<file path="config.mk">
export PLATFORM = sky130hd
export DESIGN_NAME = shift_sequencer
export DESIGN_NICKNAME = d
export VERILOG_FILES = /design/src/rtl/shift_seq_pkg.sv /design/src/rtl/shift_stage_l8.sv /design/src/rtl/shift_sequencer.sv
export SDC_FILE = /design/constraint.sdc
export NUM_CORES = 1
export LEC_CHECK = 0
export BUFFER_PORTS_ARGS = -buffer_cell sky130_fd_sc_hd__clkbuf_2
export CORE_MARGIN = 2
export CORE_UTILIZATION = 55
export CTS_CLUSTER_DIAMETER = 120
export DETAILED_ROUTE_END_ITERATION = 7
export HOLD_SLACK_MARGIN = 0.1
export PLACE_DENSITY_LB_ADDON = 0.25
export RECOVER_POWER = 25
export SYNTH_ARGS = -nofsm -noshare
export SYNTH_HDL_FRONTEND = slang
export SYNTH_SLANG_ARGS = --single-unit
</file>
<file path="constraint.sdc">
create_clock -name clk -period 3.2 [get_ports clk]
set_input_delay 0.32 -clock clk [delete_from_list [all_inputs] [get_ports clk]]
set_output_delay 0.32 -clock clk [all_outputs]
set_load 0.02 [all_outputs]
</file>
<file path="src/rtl/shift_seq_pkg.sv">
// Shared types and sizing for the multi-cycle left-shift sequencer.
package shift_seq_pkg;

  localparam int DATA_W   = 8;
  localparam int AMT_W    = 5;
  localparam int STEP_W   = 3;
  localparam int MAX_STEP = 7;

  typedef enum logic [1:0] {
    IDLE  = 2'd0,
    SHIFT = 2'd1,
    DONE  = 2'd2
  } state_t;

endpackage

</file>
<file path="src/rtl/shift_stage_l8.sv">
// Combinational DATA_W-bit left shift by up to MAX_STEP positions, zero-filled.
// With SHIFT_OVF_EN defined it also exposes the bits pushed out of the MSB end.
module shift_stage_l8
  import shift_seq_pkg::*;
(
  input  logic [DATA_W-1:0] i_data,
  input  logic [STEP_W-1:0] i_amt,
  output logic [DATA_W-1:0] o_data
`ifdef SHIFT_OVF_EN
  ,
  output logic [DATA_W-1:0] o_spill
`endif
);

`ifdef SHIFT_OVF_EN
  logic [2*DATA_W-1:0] w_wide;

  // Widen first so the bits leaving the top are kept in the upper half.
  assign w_wide  = {{DATA_W{1'b0}}, i_data} << i_amt;
  assign o_data  = w_wide[DATA_W-1:0];
  assign o_spill = w_wide[2*DATA_W-1:DATA_W];
`else
  assign o_data = i_data << i_amt;
`endif

endmodule

</file>
<file path="src/rtl/shift_sequencer.sv">
// Multi-cycle left-shift sequencer: applies up to 31 positions as passes of at most
// 7 through shift_stage_l8. Optional overflow flag under SHIFT_OVF_EN.
module shift_sequencer
  import shift_seq_pkg::*;
(
  input  logic              clk,
  input  logic              rst,
  input  logic              in_valid,
  output logic              in_ready,
  input  logic [DATA_W-1:0] in_data,
  input  logic [AMT_W-1:0]  in_amt,
  output logic              out_valid,
  input  logic              out_ready,
  output logic [DATA_W-1:0] out_data,
  output logic              busy
`ifdef SHIFT_OVF_EN
  ,
  output logic              out_ovf
`endif
);

  state_t              r_state;
  state_t              w_next;
  logic [DATA_W-1:0]   r_acc;
  logic [AMT_W-1:0]    r_rem;
  logic [STEP_W-1:0]   w_step;
  logic [AMT_W-1:0]    w_remNext;
  logic [DATA_W-1:0]   w_shifted;
  logic                w_accept;
`ifdef SHIFT_OVF_EN
  logic [DATA_W-1:0]   w_spill;
  logic                r_ovf;
`endif

  // Each pass takes as much of the remaining amount as one stage can apply.
  assign w_step    = (r_rem > AMT_W'(MAX_STEP)) ? STEP_W'(MAX_STEP) : r_rem[STEP_W-1:0];
  assign w_remNext = r_rem - AMT_W'(w_step);
  assign w_accept  = in_valid && (r_state == IDLE);

  shift_stage_l8 u_stage (
    .i_data  (r_acc),
    .i_amt   (w_step),
    .o_data  (w_shifted)
`ifdef SHIFT_OVF_EN
    ,
    .o_spill (w_spill)
`endif
  );

  always_comb begin
    w_next    = r_state;
    in_ready  = 1'b0;
    out_valid = 1'b0;
    busy      = 1'b0;
    out_data  = r_acc;
    case (r_state)
      IDLE: begin
        in_ready = 1'b1;
        if (in_valid) begin
          w_next = (in_amt != '0) ? SHIFT : DONE;
        end
      end
      SHIFT: begin
        busy = 1'b1;
        if (w_remNext == '0) begin
          w_next = DONE;
        end
      end
      DONE: begin
        busy      = 1'b1;
        out_valid = 1'b1;
        if (out_ready) begin
          w_next = IDLE;
        end
      end
      default: begin
        w_next = IDLE;
      end
    endcase
  end

  always_ff @(posedge clk) begin
    if (rst) begin
      r_state <= IDLE;
      r_acc   <= '0;
      r_rem   <= '0;
    end else begin
      r_state <= w_next;
      if (w_accept) begin
        r_acc <= in_data;
        r_rem <= in_amt;
      end else if (r_state == SHIFT) begin
        r_acc <= w_shifted;
        r_rem <= w_remNext;
      end
    end
  end

`ifdef SHIFT_OVF_EN
  // Sticky across passes so the flag covers the whole request, not just the last pass.
  always_ff @(posedge clk) begin
    if (rst) begin
      r_ovf <= 1'b0;
    end else if (w_accept) begin
      r_ovf <= 1'b0;
    end else if (r_state == SHIFT) begin
      r_ovf <= r_ovf | (|w_spill);
    end
  end

  assign out_ovf = r_ovf;
`endif

endmodule

</file>
==> results.rst <==
.. list-table::
   :header-rows: 1

   * - Metric
     - Value
   * - GRT Total Usage
     - 23.5%
   * - Delay contributed by the slowest stage of the critical path
     - 0.42 ns
   * - Residual DRC count
     - 0
   * - Most common cell after layout, fill and taps aside
     - sky130_fd_sc_hd__clkbuf_2
   * - Worst-case register-to-register setup slack
     - 1.16 ns
   * - Max stage delay cell, worst path
     - sky130_fd_sc_hd__dfxtp_1
   * - DRC violation total after the first TritonRoute iteration
     - 45
   * - Dominant cells by area after synthesis
     - sky130_fd_sc_hd__dfxtp_1 (26%), sky130_fd_sc_hd__mux2i_1 (7.0%), sky130_fd_sc_hd__a211oi_1 (5.3%), sky130_fd_sc_hd__ha_1 (4.4%), sky130_fd_sc_hd__o21ai_0 (4.4%)
   * - TritonCTS Buffers
     - 3
   * - Capturing point of the worst reg2reg path
     - r_state[1]
   * - Syn nets
     - 163
   * - Maximum vdd ir drop
     - 0.000450 V
   * - Internal Pwr Total
     - 0.000580 W
   * - Combinational group share of total power
     - 57.5%
   * - Number of placement rows
     - 16
   * - Floorplan die width
     - 49.5 um
   * - Final count of negative-setup-slack endpoints
     - 0
   * - Pin count of the biggest net entering global routing
     - 21
   * - Startpoint type of the worst setup path
     - flop
   * - Unrepaired setup endpoints after global routing
     - false
   * - Signed area change from the synthesized netlist to the final layout
     - 10.5%
   * - Stages on worst setup path
     - 7
   * - Critical-path cell list
     - nor2_1, or2_2, ha_1, nor2b_1, o21ai_0, a221o_1, a211oi_1
   * - I/O pin cnt
     - 28
   * - Fraction of registers with async set/reset
     - 0%
   * - Portion of the post-synthesis area used by sequential elements
     - 26.4%
   * - Vias in the first global route
     - 1016
   * - Commonest register cell after synthesis
     - sky130_fd_sc_hd__dfxtp_1
   * - Worst Path Class, Setup
     - flop to flop
   * - Overall overflow remaining after global route
     - 0
   * - Critical hold path startpoint
     - in_data[0]
   * - Final WL
     - 2680 um
   * - Critical Path Sink
     - r_state[1]
   * - CTS Root Buffer Type
     - sky130_fd_sc_hd__clkbuf_4
   * - Number of max-capacitance violations reported
     - 0
   * - Count of final max-slew check failures
     - 0
   * - # Post-CTS Setup Buffers
     - 0
   * - Crit path launch
     - r_rem[3]
   * - Max Freq
     - 0.490 GHz
   * - Post-synthesis sequential element count
     - 15
   * - Number of gates resized after cts
     - 0
   * - H-tree depth reported by CTS
     - 1
   * - Number of clock sinks
     - 15
   * - Cell leakage power
     - 0.485 nW
   * - Number of standard cells in the final layout excluding fillers
     - 187
   * - Count of cells along the worst register-to-register path
     - 7
   * - CTS tree
     - yes
   * - Half-perimeter wire length after placement
     - 1880 um
   * - Filler instances
     - 202
   * - Number of antenna violations at the first check in global routing
     - 0
   * - Final Hold Fails
     - 0
   * - Final min period
     - 2.04 ns
   * - Number of flops mapped to enable cells by yosys
     - 0
   * - Antenna diode instance count
     - 0
   * - Switching Share
     - 50.5%
   * - Ratio of cells with drive above 1 in the final layout
     - 19.4%
   * - Share of the synthesized area in the top cell type
     - 26.4%
   * - Final critical-path share of the clock period
     - 63.8%
   * - Global-route wire length before repair
     - 4520 um
   * - Data arrival time at the worst-slack endpoint
     - 2.26 ns
   * - Average detailed-routed wire length per instance
     - 14.3 um
   * - Areal power density over the cells
     - 932 nW/um^2
   * - Core occupancy in the finished layout
     - 64.0%
   * - Instance count after placement with tap cells included
     - 183
   * - Yosys top cell by area
     - sky130_fd_sc_hd__dfxtp_1
   * - Dominant delay contributor by cell family on the critical path
     - simple AND/OR/NAND/NOR gates
   * - Outcome
     - complete, no violations
   * - Switching power summed over all nets
     - 0.000591 W
   * - CTS Hold Buffers Added
     - 0
   * - Starting density of the core
     - 58.0%
   * - Netlist cell types
     - 45
   * - Endpoint class of the critical path
     - flop
   * - Actual slew at the worst max-slew pin
     - 0.653 ns
   * - Critical Path Fanout Max
     - 10
   * - Worst min-delay path category
     - primary input to flop
   * - Total negative slack for setup checks
     - 0 ns
   * - Most frequent cells in the layout
     - sky130_fd_sc_hd__clkbuf_2 (21), sky130_fd_sc_hd__dfxtp_1 (15), sky130_fd_sc_hd__nor2_1 (12)
   * - Die footprint
     - 2450 um^2
   * - Number of warning messages in the yosys log
     - 0
   * - Worst reg2reg startpoint
     - r_rem[3]
   * - Clock-pin slew on the worst setup and hold paths
     - 0.10 ns
   * - Number of cells produced by synthesis
     - 142
   * - Post-detailed-route via-to-cell ratio
     - 6.20
   * - Total buffers and inverters traversed by the critical path
     - 0
   * - Core box area
     - 1960 um^2
   * - Number of iterations in the first detailed-routing pass
     - 4
   * - Sequential cell fraction of total power
     - 32.6%
   * - Die Y-Extent
     - 49.5 um
   * - Netlist area before placement
     - 1140 um^2
   * - Synth Area per Inst
     - 8.01 um^2
   * - Remaining max-slew budget at the tightest pin
     - 56.4%
   * - Post-route antenna net violation count
     - 0
   * - Count of input and output buffers
     - 27
   * - Number of buffers on the longest clock path
     - 2
   * - Via count
     - 1159
   * - Final Wtd Congestion
     - 0.883
   * - Count of nets after finishing
     - 182
   * - Required time of the critical path
     - 3.42 ns
   * - Relative contribution of the clock network to total power
     - 10.0%
   * - Maximum clock skew at final layout
     - 0.00260 ns
   * - Clock Latency Late Sink
     - 0.29 ns
[synth_stat cells (2+ instances only)]
cell type and instances:
sky130_fd_sc_hd__a211oi_1 8, sky130_fd_sc_hd__a21oi_1 5, sky130_fd_sc_hd__a221oi_1 3, sky130_fd_sc_hd__a22o_1 2, sky130_fd_sc_hd__a311oi_1 2, sky130_fd_sc_hd__a31oi_1 2
sky130_fd_sc_hd__and2_1 2, sky130_fd_sc_hd__and3_1 3, sky130_fd_sc_hd__buf_2 4, sky130_fd_sc_hd__buf_4 2, sky130_fd_sc_hd__clkbuf_1 6, sky130_fd_sc_hd__dfxtp_1 15
sky130_fd_sc_hd__ha_1 4, sky130_fd_sc_hd__inv_1 8, sky130_fd_sc_hd__mux2i_1 8, sky130_fd_sc_hd__nand2_1 11, sky130_fd_sc_hd__nand3_1 6, sky130_fd_sc_hd__nor2_1 12
sky130_fd_sc_hd__nor2b_1 3, sky130_fd_sc_hd__o21ai_0 10, sky130_fd_sc_hd__o221ai_1 2
[sequential cells by signal, summed over array words and instances (netlist names)]
name / flops
out_data: 8
r_rem: 5
r_state: 2
[metal layers]
metal	vias to the layer above	GRT usage, %	wire [um]
met2	57	34.0	1140
met4	0	8.33	51
met1	529	33.7	1250
met5	-	0	0
li1	565	-	-
met3	8	5.76	236
[through the flow]
stage          total power (W)  setup slack (ns)  hold WS (ns)  area (um^2)
2_1_floorplan         0.000929              1.43         0.456         1140
3_3_place_gp           0.00104              1.27         0.493         1240
3_5_place_dp           0.00106              1.21         0.494         1240
4_1_cts                0.00118              1.18         0.239         1260
5_1_grt                0.00127             0.974         0.256         1260
6_report               0.00117              1.16         0.238         1260
[power groups by stage]
stage	clock (W)	combinational [W]	sequential, W
floorplan	0	0.000599	0.000330
global placement	0	0.000667	0.000375
detailed placement	0	0.000676	0.000382
CTS	0.000119	0.000682	0.000377
global route	0.000127	0.000748	0.000395
finish	0.000117	0.000673	0.000382
[cell type report]
class                      instances  area [um^2]  share of cell area (%)
clock buffer                       4         26.3                    2.09
inverter                           8         30.0                    2.39
multi-input combinational        106          738                    58.8
sequential                        15          300                    23.9
tap                               27         33.8                    2.69
timing repair buffer              27          128                    10.2
[worst min-delay path by stage]
stage | end | slack (ns) | cells past startpoint
floorplan | out_data[0] | 0.46 | 2
global placement | r_state[0] | 0.49 | 2
detailed placement | r_state[0] | 0.49 | 2
CTS | out_data[0] | 0.24 | 3
global route | out_data[0] | 0.26 | 3
finish | out_data[0] | 0.24 | 3
[logic make-up (layout without fill, tap and decap cells)]
group / after synthesis / in the layout / share of synthesized area (%)
and+or+nand+nor: 47 / 47 / 21.5
DFF: 15 / 15 / 26.4
adders and majority gates: 4 / 4 / 4.40
muxes: 9 / 9 / 8.03
AOI/OAI and AO/OA: 46 / 46 / 31.0
buffers and inverters: 21 / 39 / 8.69
[worst reg2reg max path: stages, from the launching register on]
cell,delay (ns)
sky130_fd_sc_hd__dfxtp_1,0.42
sky130_fd_sc_hd__nor2_1,0.38
sky130_fd_sc_hd__or2_2,0.19
sky130_fd_sc_hd__ha_1,0.19
sky130_fd_sc_hd__nor2b_1,0.13
sky130_fd_sc_hd__o21ai_0,0.09
sky130_fd_sc_hd__a221o_1,0.33
sky130_fd_sc_hd__a211oi_1,0.23
Note: power is estimated with default switching activity, not from simulation.
